===== config.mk =====
export PLATFORM = sky130hd
export DESIGN_NAME = bht_scheduler
export DESIGN_NICKNAME = d
export VERILOG_FILES = /design/src/rtl/bht_scheduler.sv
export SDC_FILE = /design/constraint.sdc
export NUM_CORES = 1
export LEC_CHECK = 0
export BUFFER_PORTS_ARGS = -buffer_cell sky130_fd_sc_hd__clkbuf_2
export CAP_MARGIN = 0
export CORE_MARGIN = 1
export CORE_UTILIZATION = 60
export CTS_BUF_LIST = sky130_fd_sc_hd__clkbuf_2 sky130_fd_sc_hd__clkbuf_4 sky130_fd_sc_hd__clkbuf_8
export DETAILED_ROUTE_END_ITERATION = 16
export PLACE_DENSITY = 0.8
export SKIP_LAST_GASP = 1
export SLEW_MARGIN = 10
export SYNTH_ARGS = -nofsm -noshare
export SYNTH_HDL_FRONTEND = slang
export SYNTH_SLANG_ARGS = --single-unit

===== constraint.sdc =====
create_clock -name clk -period 8.3 [get_ports clk]
set_clock_uncertainty 0.2 [all_clocks]
set_input_delay 1.245 -clock clk [delete_from_list [all_inputs] [get_ports clk]]
set_output_delay 1.245 -clock clk [all_outputs]
set_load 0.01 [all_outputs]

===== src/rtl/bht_scheduler.sv =====
// bht_scheduler: 2-bit saturating-counter branch history table with
// post-reset initialisation and an in-order queue of open predictions.
module bht_scheduler #(
   parameter int INDEX_BITS = 4,
   parameter int DEPTH      = 4
) (
   input  logic                    clk,
   input  logic                    rst,
   input  logic                    req_valid,
   input  logic [INDEX_BITS-1:0]   req_index,
   output logic                    req_ready,
   output logic                    pred_valid,
   output logic                    pred_taken,
   output logic [INDEX_BITS-1:0]   pred_index,
   input  logic                    resolve_valid,
   input  logic                    resolve_taken,
   output logic                    mispredict,
   output logic [$clog2(DEPTH):0]  outstanding,
   output logic                    full,
   output logic                    err
);

   localparam int ENTRIES = 1 << INDEX_BITS;
   localparam int PW      = $clog2(DEPTH);
   localparam int CW      = PW + 1;

   localparam logic [0:0] S_INIT = 1'b0;
   localparam logic [0:0] S_RUN  = 1'b1;

   localparam logic [CW-1:0]         CNT_MAX = CW'(DEPTH);
   localparam logic [INDEX_BITS-1:0] LAST    = INDEX_BITS'(ENTRIES - 1);

   logic [0:0]            state;
   logic [INDEX_BITS-1:0] init_ptr;
   logic [1:0]            ctr   [ENTRIES];
   logic [INDEX_BITS-1:0] q_idx [DEPTH];
   logic                  q_p   [DEPTH];
   logic [PW-1:0]         head;
   logic [PW-1:0]         tail;
   logic [CW-1:0]         count;
   logic [CW-1:0]         count_nxt;

   logic                  running;
   logic                  init_done;
   logic                  accept;
   logic                  pop;
   logic                  bad_resolve;
   logic [INDEX_BITS-1:0] upd_idx;
   logic [1:0]            upd_old;
   logic [1:0]            upd_new;

   // Handshake qualification, saturating update and next queue count.
   always_comb begin
      running     = (state == S_RUN);
      init_done   = (state == S_INIT) && (init_ptr == LAST);
      accept      = running && req_valid && req_ready;
      pop         = running && resolve_valid && (count != '0);
      bad_resolve = resolve_valid && !pop;
      upd_idx     = q_idx[head];
      upd_old     = ctr[upd_idx];
      upd_new     = upd_old;
      if (resolve_taken) begin
         if (upd_old != 2'b11) upd_new = upd_old + 2'd1;
      end else begin
         if (upd_old != 2'b00) upd_new = upd_old - 2'd1;
      end
      count_nxt = count;
      if (accept && !pop)
         count_nxt = count + CW'(1);
      else if (pop && !accept)
         count_nxt = count - CW'(1);
   end

   // Control state, queue pointers and registered outputs.
   always_ff @(posedge clk) begin
      if (rst) begin
         state      <= S_INIT;
         init_ptr   <= '0;
         head       <= '0;
         tail       <= '0;
         count      <= '0;
         req_ready  <= 1'b0;
         pred_valid <= 1'b0;
         pred_taken <= 1'b0;
         pred_index <= '0;
         mispredict <= 1'b0;
         err        <= 1'b0;
      end else begin
         if (state == S_INIT) begin
            init_ptr <= init_ptr + INDEX_BITS'(1);
            if (init_done) state <= S_RUN;
         end
         if (accept) tail <= tail + PW'(1);
         if (pop)    head <= head + PW'(1);
         count      <= count_nxt;
         // Ready follows the post-edge count, so a pop while full
         // only re-opens the port from the next cycle.
         req_ready  <= (running || init_done) && (count_nxt != CNT_MAX);
         pred_valid <= accept;
         if (accept) begin
            pred_taken <= ctr[req_index][1];
            pred_index <= req_index;
         end
         mispredict <= pop && (resolve_taken != q_p[head]);
         if (bad_resolve) err <= 1'b1;
      end
   end

   // Counter table and queue storage; reads see pre-update values.
   always_ff @(posedge clk) begin
      if (!rst && state == S_INIT)
         ctr[init_ptr] <= 2'b11;
      else if (!rst && pop)
         ctr[upd_idx] <= upd_new;
      if (!rst && accept) begin
         q_idx[tail] <= req_index;
         q_p[tail]   <= ctr[req_index][1];
      end
   end

   assign outstanding = count;
   assign full        = (count == CNT_MAX);

endmodule


* Word level (Yosys, flattened, before mapping)
Memories as Yosys holds them, arrays and structs flattened. A register that Yosys moved wholly into a read port is not among the register bits.
Index checks and enable logic that the tools add are counted.
** Storage, ports and cells
- Flip-flop bits (word level) :: 21
- Memory bits (writable) :: 52
- Output and inout port bits :: 13
- Word-level logic and storage cells :: 68
- Memories :: 3
** Memory list
- ctr :: depth 16, bits a word 2, read ports 2, clocked after memory_dff 0, write ports 1, line 35 : logic [1:0] ctr [ENTRIES];
- q_idx :: depth 4, bits a word 4, read ports 1, clocked after memory_dff 1, write ports 1, line 36 : logic [INDEX_BITS-1:0] q_idx [DEPTH];
- q_p :: depth 4, bits a word 1, read ports 1, clocked after memory_dff 1, write ports 1, line 37 : logic q_p [DEPTH];
** Operators by class
- Add/sub/neg operators :: 7
- Equal/unequal tests :: 5
- Mux-type cells :: 21
- Bitwise logic cells :: 1
- Reduce and logical (&&, ||, !) cells :: 20
** Operator list (count)
- 2-to-1 mux 2 bit :: 8
- logical AND 1 bit :: 13
- 2-to-1 mux 1 bit :: 10
- adder 2 x 1 -> 2 bit (second input constant) :: 3
- 2-to-1 mux 3 bit :: 2
- adder 4 x 1 -> 4 bit (second input constant) :: 1
- equality test 4 bit (second input constant) :: 1
- 2-to-1 mux 4 bit :: 1
- adder 3 x 1 -> 3 bit (second input constant) :: 1
- equality test 3 bit (second input constant) :: 1
- logical NOT 1 bit :: 3
- != test 3 bit (second input constant) :: 1
- nonzero test 3 bit :: 1
- subtractor 3 x 1 -> 3 bit (second input constant) :: 1
- != test 2 bit (second input constant) :: 1
- nonzero test 2 bit :: 1
- OR reduction 2 bit :: 1
- subtractor 2 x 1 -> 2 bit (second input constant) :: 1
- logical OR 1 bit :: 1
- != test 1 bit :: 1
- inverter 1 bit :: 1

* Depth between registers and ports, before layout
Gate-level depths: netlist of run 1.
- Depth after elaboration :: 8
- Depth in mapped cells :: 10
- Depth with buffers taken out :: 9

* Least setup slack after synthesis of run 1
No wires, ideal clock.
- Kind :: input port to flip-flop
- Start point :: input req_index[0]
- End point :: memory q_p[0], data pin
- Setup time :: 0.283 ns
- Arrival time :: 2.524 ns
- Required time :: 7.817 ns
- Slack :: 5.293 ns
- Stages :: 3
- Cells stage by stage :: clkbuf_1 > mux4_2 > mux4_2
** On the way
- Longest elaborated chain between the ends :: 1
** Ends and longest elaborated chain
- from (decl) :: line 10 : input logic [INDEX_BITS-1:0] req_index,
- memory read (16 x 2 bit)
- to (decl) :: line 37
Every way passes these cells.

==> impl_metrics.ini, run 1 <==
[run_status]
outcome = complete, no violations

[detailed_routing]
dr.pass1.iters = 4
drt-total-wl_mm = 6.20
wire_per_inst_um = 17.4
post-route-drc-count = 0
dr.first_iter.drc_count = 187
vias_per_cell = 5.69
num_vias = 2031
ant_nets = 0

[sta]
fin_tns_setup_ns = 0
tmin_final_ns = 3.40
setup_slack_ns = 4.90
hold_viol_final = 0
slew_headroom = 0.348
worst_hold_check_slack_ns = 0.262
final-setup-viol-count = 0
rsz0062_at_grt = false
final.period_utilization = 0.410
max_freq_mhz = 294
max_slew.worst_pin.slew_ns = 0.972
final-max-slew-violation-count = 0

[worst_setup_path]
setup_slack_on_the_worst_flop_to_flop_path_ns = 4.90
type_of_the_worst_setup_path = reg -> reg
worst-path-max-fanout = 18
regToRegEndpoint = ctr[7][1]
crit_path_end_kind = flip-flop
crit_end = ctr[7][1]
cp.arrival_ns = 3.20
worst_r2r_path_depth = 7
endpoint_required_time_on_the_critical_path_ns = 8.10
cp-start-kind = flip-flop

[yosys]
mappedNetlistArea_mm2 = 0.00337
syn_area_per_cell_um2 = 13.0
ys_dominant_reg_cell = edfxtp_1
synthCells = 260
netlist.area_leader.share = 0.463
synth-edff-count = 52
yosysWarningCount = 0
synth.ff_latch_count = 75
synth_top_cells_by_area = edfxtp_1, dfxtp_1, mux2i_1
synthArstFlopShare = 0
post_synth_num_cell_types = 34
yosys.cell_count.top_type = edfxtp_1
ys_seq_area_frac = 0.600
synth_top_cells_by_count = edfxtp_1, nor2_1, mux2i_1, nand2_1, dfxtp_1
number_of_nets_in_the_synthesized_netlist = 277
synth.largest_area_cell = edfxtp_1

[clock_tree]
clock-sinks = 75
post-cts-setup-buffers = 0
cts.repair.resized = 0
clkSlewWorstSetupHoldPaths_ns = 0.08
cts.htree.levels = 3
cts_inserted_buffers = 9
clk_path_buf_depth = 2
cts_tree = built
clockRootBuffer = clkbuf_8
holdBufCountCts = 0
worst_skew_pair.late_latency_ns = 0.34

[pwr]
p_int_mw = 0.584
seq_power_share = 0.550
power.density_cell_area_mw_per_mm2 = 196
power_switching_mw = 0.146
sw_frac_of_total = 0.200
clkPwrFrac = 0.420
p_leak_nw = 1.38
combPwrFrac = 0.029
max_ir_drop_vdd_mv = 0.182

[place]
dpl.hpwl_mm = 4.33
routabilityCongestion = 0.790
post_placement_worst_setup_slack_ns = 4.74
dp_cells = 341
io_buffer_count = 21

[layout]
fillers = 376
area_growth_pct = 10.1
diodes = 0
final_cells = 357
postLayoutCoreUtil = 0.704
final_nets = 299
final_layout_size_suffix_gt1_frac = 0.167

[floorplanning]
core_region_area_mm2 = 0.00527
initial_utilization = 0.640
fp.dieArea_mm2 = 0.00592
placement_rows = 26
pin_count = 22
floorplan.die.width_um = 77.0
die_height_um = 77.0

[global_route]
first_global_vias = 2040
global_route.overflow_total = 0
initial_antenna_violation_count = 0
grt_usage = 0.235
maximum_number_of_pins_on_one_net_before_global_route_repair = 24
grt_pass1_wl_mm = 10.1

[run]
drv.max_cap_violation_count = 0

[min_path]
worstHoldPathType = reg -> reg
## layer usage
metal  share of wire  track usage  vias up
met2            0.50        0.370       44
met3           0.037       0.0667        6
met1            0.46        0.316      989
met4          0.0089       0.0731        0
met5               0            0        -
li1                -            -      992
## power by group through the flow
stage / clock network, mW / logic, mW / registers (mW)
4_1_cts: 0.312 / 0.0214 / 0.401
5_1_grt: 0.326 / 0.0233 / 0.401
6_report: 0.307 / 0.0214 / 0.401
2_1_floorplan: 0 / 0.0129 / 0.409
3_3_place_gp: 0 / 0.0212 / 0.410
3_5_place_dp: 0 / 0.0213 / 0.410
## how the worst min path moves through the flow
stage,to,cells past startpoint,start,slack (ns)
after global placement,pred_index[3],2,pred_index[3],0.24
after global routing,pred_index[1],2,pred_index[1],0.28
final,pred_index[3],2,pred_index[3],0.26
after detailed placement,pred_index[3],2,pred_index[3],0.25
after floorplan,tail[1],2,tail[1],0.27
after CTS,pred_index[1],2,pred_index[1],0.26
## logic make-up after synthesis
family / synth area share
simple gates: 0.121
mux: 0.160
fa+ha+maj: 0.0297
xor+xnor: 0.0234
compound gates: 0.0386
buf+inv: 0.0275
flops: 0.600
## cells in the final DEF, fill, tap and decap left out, types with 7 or more instances in the layout
cell type	count
edfxtp_1	52
nor2_1	36
mux2i_1	29
nand2_1	25
dfxtp_1	23
clkbuf_2	21
a21oi_1	11
clkbuf_8	10
ha_1	8
mux4_2	7
nand3_1	7
## flip-flops by register name, summed over array words and instances, names as in the netlist, named ones only
signal	count
pred_valid	1
head	2
outstanding	3
tail	2
pred_index	4
err	1
q_p	4
q_idx	16
pred_taken	1
mispredict	1
running	1
req_ready	1
ctr	32
init_ptr	4
## per-stage QoR
| stage | instance area (µm²) | total power [mW] |
|---|---|---|
| after detailed placement | 3490 | 0.431 |
| final | 3710 | 0.729 |
| after global routing | 3710 | 0.751 |
| after floorplan | 3370 | 0.422 |
| after global placement | 3490 | 0.431 |
| after CTS | 3710 | 0.735 |
## cell type report
class                   count  area, µm²  share of cell area
flip-flops and latches     75       2020               0.545
multi-input cells         171       1260               0.338
clock buffers              10        138              0.0371
repair buffers             21        105              0.0283
clock inverters             6       88.8              0.0239
well taps                  70       87.6              0.0236
inverters                   4       15.0             0.00404
## worst max-delay path: stages (launching register included)
cell     delay (ns)
dfxtp_1        0.48
mux4_2         0.81
mux2i_1        0.20
mux2i_1        0.18
o22ai_1        0.11
nor2_1         0.21
a21oi_1        0.10
o21ai_1        0.75
No activity file was read; power rests on OpenSTA's default activity.
==> run 2, diff against run 1 <==
Settings changed: ABC_AREA set to 1.
Clock period 8.3 ns to 3.2 ns, I/O delays scaled along.
==> run 2 against run 1 <==
Non-clock buffer count is the same. Global-route usage rose by 2.6 points. Synthesized cell count up 46%. Fmax increased by 17%. Critical path type unchanged. Largest power group unchanged.
==> impl_metrics.ini, run 2 <==
[run_status]
outcome = complete, no violations

[layout]
largest_reg_flops = 32
layout_commonest_cell = nand2_1
layout.cells.most_common_list = nand2_1, edfxtp_1, nand3_1, inv_1, nor2_1
area_growth_pct = 9.15
top_regs = ctr: 32 flops, q_idx: 16 flops
final_layout_size_suffix_gt1_frac = 0.148
register_with_the_highest_flop_count = ctr
postLayoutCoreUtil = 0.694
diodes = 0
final_nets = 418

[worst_setup_path]
endpoint_required_time_on_the_critical_path_ns = 2.93
cp-start-kind = flip-flop
type_of_the_worst_setup_path = reg -> reg
crit_path_end_kind = flip-flop
worst-path-max-fanout = 18
cp.arrival_ns = 2.64

[sta]
final-max-slew-violation-count = 0
tmin_final_ns = 2.91
fin_tns_setup_ns = 0
hold_viol_final = 0
final.period_utilization = 0.909
slew_headroom = 0.506
max_freq_mhz = 344
setup_slack_ns = 0.291
final-setup-viol-count = 0
max_slew.worst_pin.slew_ns = 0.735

[yosys]
netlist.area_leader.share = 0.438
yosys.cell_count.top_type = nand2_1
synth.largest_area_cell = edfxtp_1
syn_area_per_cell_um2 = 9.41
post_synth_num_cell_types = 35
ys_seq_area_frac = 0.567
number_of_nets_in_the_synthesized_netlist = 396
synth_top_cells_by_count = nand2_1, edfxtp_1, nand3_1, inv_1, nor2_1
yosysWarningCount = 0
synth_top_cells_by_area = edfxtp_1, dfxtp_1, nand2_1
synth.ff_latch_count = 75
synthArstFlopShare = 0
ys_dominant_reg_cell = edfxtp_1
synth-edff-count = 52
synthCells = 379
mappedNetlistArea_mm2 = 0.00357

[global_route]
first_global_vias = 2477
grt_pass1_wl_mm = 11.8
maximum_number_of_pins_on_one_net_before_global_route_repair = 22
initial_antenna_violation_count = 0
grt_usage = 0.261
global_route.overflow_total = 0

[pwr]
seq_power_share = 0.559
p_int_mw = 1.47
p_leak_nw = 1.62
combPwrFrac = 0.043
power_switching_mw = 0.396
power.density_cell_area_mw_per_mm2 = 480
clkPwrFrac = 0.398
sw_frac_of_total = 0.212
p_total_mw = 1.87
max_ir_drop_vdd_mv = 0.427

[clock_tree]
clk_path_buf_depth = 2
cts.repair.resized = 0
holdBufCountCts = 0
cts_tree = built
cts.htree.levels = 3
cts_inserted_buffers = 9
worst_skew_pair.late_latency_ns = 0.34
clock-sinks = 75
clockRootBuffer = clkbuf_8
post-cts-setup-buffers = 0
clkSlewWorstSetupHoldPaths_ns = 0.08

[detailed_routing]
dr.first_iter.drc_count = 282
vias_per_cell = 5.88
dr.pass1.iters = 5
ant_nets = 0
wire_per_inst_um = 15.7
drt-total-wl_mm = 7.53
num_vias = 2810
post-route-drc-count = 0

[floorplanning]
die_height_um = 79.1
floorplan.die.width_um = 79.1
core_region_area_mm2 = 0.00561
pin_count = 22
placement_rows = 27
initial_utilization = 0.636
fp.dieArea_mm2 = 0.00626

[min_path]
worstHoldPathType = in -> reg

[place]
dpl.hpwl_mm = 5.46
io_buffer_count = 21
routabilityCongestion = 0.912
post_placement_worst_setup_slack_ns = 0.338

[run]
drv.max_cap_violation_count = 0
run 2: worst paths after layout:
path | cells after the start | slack, ns | from | to
worst max-delay path | 13 | 0.29 | flip-flop | ctr[10][1]
worst min-delay path | 2 | 0.18 | resolve_taken | mispredict
worst max register to register | 13 | 0.29 | flip-flop | ctr[10][1]
worst min register to register | 2 | 0.27 | pred_index[0] | pred_index[0]
run 2: kinds of logic after synthesis:
logic type | after synthesis | share of synthesized area
AND/OR/NAND/NOR | 180 | 0.235
flip-flops | 75 | 0.567
AO/OA/AOI/OAI | 57 | 0.0926
buffers and inverters | 57 | 0.0730
adder cells (fa/ha/maj) | 8 | 0.0281
XOR/XNOR | 2 | 0.00491
run 2: metal layers:
metal | share of wire | global-route usage
met1 | 0.39 | 0.328
met2 | 0.48 | 0.405
met3 | 0.093 | 0.0759
met4 | 0.033 | 0.142
met5 | 0 | 0
run 2: metrics by stage:
stage          hold WS (ns)  std cells  cell area (µm²)
6_report              0.182        478             3890
5_1_grt               0.174        478             3890
4_1_cts               0.176        478             3890
3_5_place_dp          0.266        462             3680
3_3_place_gp          0.251        462             3680
2_1_floorplan         0.243        379             3570
run 2: area by class of cell:
| class | instances | area (µm²) |
|---|---|---|
| sequential | 75 | 2020 |
| fill | 419 | 1710 |
| multi-input combinational | 247 | 1290 |
| inverter | 47 | 179 |
| clock buffer | 12 | 159 |
| timing repair buffer | 21 | 105 |
| tap | 72 | 90.1 |
| clock inverter | 4 | 48.8 |
run 2: power groups by stage:
stage                     sequential [mW]  clock [mW]  combinational (mW)
after CTS                            1.04       0.748              0.0799
after floorplan                      1.07           0              0.0518
after global routing                 1.04       0.788              0.0899
after detailed placement             1.07           0              0.0794
after global placement               1.07           0              0.0766
final                                1.04       0.744              0.0805
run 2: critical path: stages, from the launching register on:
cell and delay, ns:
dfxtp_1 0.54, inv_2 0.16, nand2_1 0.15, nand3_4 0.20, nand2_4 0.26, nand2_1 0.08
nand3_1 0.08, nand3_1 0.09, nand3_1 0.10, nand2_1 0.09, inv_1 0.08, nand2_1 0.05
nand2_1 0.05, nand3_1 0.36
==> run 3, diff against run 2 <==
Settings changed: CORE_UTILIZATION 60 to 50, HOLD_SLACK_MARGIN set to 0.15, PLACE_DENSITY 0.8 to 0.69.
==> run 3 against run 2 <==
First-iteration DRC count down 0.35%. Register-to-register slack better by 0.03 ns. Die area up 19%. Via count down 5.6%. Core utilization down 12 points. Combinational power about the same. Critical endpoint is now ctr[11][1].
==> impl_metrics.ini, run 3 (synthesis gave the netlist of run 2 again) <==
[sta]
worst_hold_check_slack_ns = 0.190
final-max-slew-violation-count = 0
max_freq_mhz = 348
fin_tns_setup_ns = 0
tmin_final_ns = 2.88
final.period_utilization = 0.898
max_slew.worst_pin.slew_ns = 0.612
final-setup-viol-count = 0
rsz0062_at_grt = false
slew_headroom = 0.588
hold_viol_final = 0

[global_route]
initial_antenna_violation_count = 0
first_global_vias = 2377
grt_usage = 0.210
maximum_number_of_pins_on_one_net_before_global_route_repair = 22
global_route.overflow_total = 0
grt_pass1_wl_mm = 11.5

[place]
dpl.hpwl_mm = 5.39
routabilityCongestion = 0.900
io_buffer_count = 21

[layout]
fillers = 582
diodes = 0
register_area_mm2 = 0.00202
register_with_the_highest_flop_count = ctr
top_regs = ctr: 32 flops, q_idx: 16 flops
multi_input_area_mm2 = 0.00128
area_growth_pct = 9.86
layout.cells.most_common_list = nand2_1, edfxtp_1, nand3_1, inv_1, nor2_1
final_layout_size_suffix_gt1_frac = 0.148
largest_reg_flops = 32
final_nets = 418
layout_commonest_cell = nand2_1

[worst_setup_path]
cpMaxStageDelayCell = dfxtp_1
crit_path_end_kind = flip-flop
cp_cell_sequence = inv_2 > nand2_1 > nand3_4 > nand2_4 > nand2_1 > nand3_1 > nand3_1 > nand3_1 > nand2_1 > inv_1 > nand2_1 > nand2_1 > nand3_1
worst_r2r_path_depth = 13
setup_slack_on_the_worst_flop_to_flop_path_ns = 0.32
cp-start-kind = flip-flop
slowest_delay_ns = 0.54
critical_path_buf_inv_count = 2
worst-path-max-fanout = 18
crit_top_cell = nand2_1
worst-path-stages = 13
cp_top_family = simple AND/OR/NAND/NOR gates
crit_end = ctr[11][1]
endpoint_required_time_on_the_critical_path_ns = 2.92
regToRegEndpoint = ctr[11][1]
type_of_the_worst_setup_path = reg -> reg
cp.arrival_ns = 2.60

[detailed_routing]
post-route-drc-count = 0
dr.first_iter.drc_count = 281
wire_per_inst_um = 14.6
drt-total-wl_mm = 7.34
num_vias = 2654
dr.pass1.iters = 5
ant_nets = 0
vias_per_cell = 5.29

[clock_tree]
clock-sinks = 75
clkSlewWorstSetupHoldPaths_ns = 0.09
holdBufCountCts = 0
clockRootBuffer = clkbuf_8
post-cts-setup-buffers = 0
cts.repair.resized = 0
cts_tree = built
cts.htree.levels = 3
clk_path_buf_depth = 2
cts_inserted_buffers = 9
worst_skew_pair.late_latency_ns = 0.35

[floorplanning]
initial_utilization = 0.522
core_region_area_mm2 = 0.00683
fp.dieArea_mm2 = 0.00748
pin_count = 22
placement_rows = 30
floorplan.die.width_um = 86.5
die_height_um = 86.5

[pwr]
p_leak_nw = 1.63
power.density_cell_area_mw_per_mm2 = 476
max_ir_drop_vdd_mv = 0.264

[run_status]
outcome = complete, no violations

[min_path]
worstHoldPathType = in -> reg

[run]
drv.max_cap_violation_count = 0
-- run 3: per-stage QoR --
stage | instance area, µm² | worst slack (ns) | cells | power [mW] | util
3_3_place_gp | 3710 | 0.490 | 486 | 1.14 | 0.543
4_1_cts | 3920 | 0.356 | 502 | 1.88 | 0.574
5_1_grt | 3920 | 0.00328 | 502 | 1.94 | 0.574
6_report | 3920 | 0.325 | 502 | 1.87 | 0.574
3_5_place_dp | 3710 | 0.386 | 486 | 1.15 | 0.543
2_1_floorplan | 3570 | 0.939 | 379 | 1.12 | -
-- run 3: power breakdown --
| group | internal (mW) | switching, mW |
|---|---|---|
| combinational | 0.0257 | 0.0551 |
| sequential | 1.04 | 0.00626 |
| clock | 0.372 | 0.369 |
| total | 1.44 | 0.430 |
-- run 3: area by class of cell --
class | count | share of cell area
Multi-Input combinational cell | 247 | 0.328
Timing Repair Buffer | 21 | 0.0268
Clock inverter | 7 | 0.0214
Clock buffer | 9 | 0.0316
Tap cell | 96 | 0.0307
Sequential cell | 75 | 0.516
Inverter | 47 | 0.0457
-- run 3: layer usage --
metal	part of all wire	up-vias	global-route usage
met5	0	-	0
met4	0.016	0	0.0864
met3	0.055	9	0.0543
met2	0.45	114	0.319
met1	0.48	1215	0.289
li1	-	1316	-
-- run 3: how the worst min path moves through the flow --
stage | from | end | slack [ns] | cells after the start
after floorplan | init_ptr[3] | init_ptr[3] | 0.24 | 1
after detailed placement | pred_index[2] | pred_index[2] | 0.26 | 2
after global placement | err | err | 0.25 | 2
after global routing | resolve_valid | err | 0.19 | 3
final | resolve_taken | mispredict | 0.19 | 2
after CTS | resolve_valid | err | 0.18 | 3
-- run 3: worst register-to-register path: cells and delay by family, from the launching register on --
family	cells	cell delay, ns
buffers and inverters	2	0.25
and+or+nand+nor	11	1.46
DFF	1	0.54
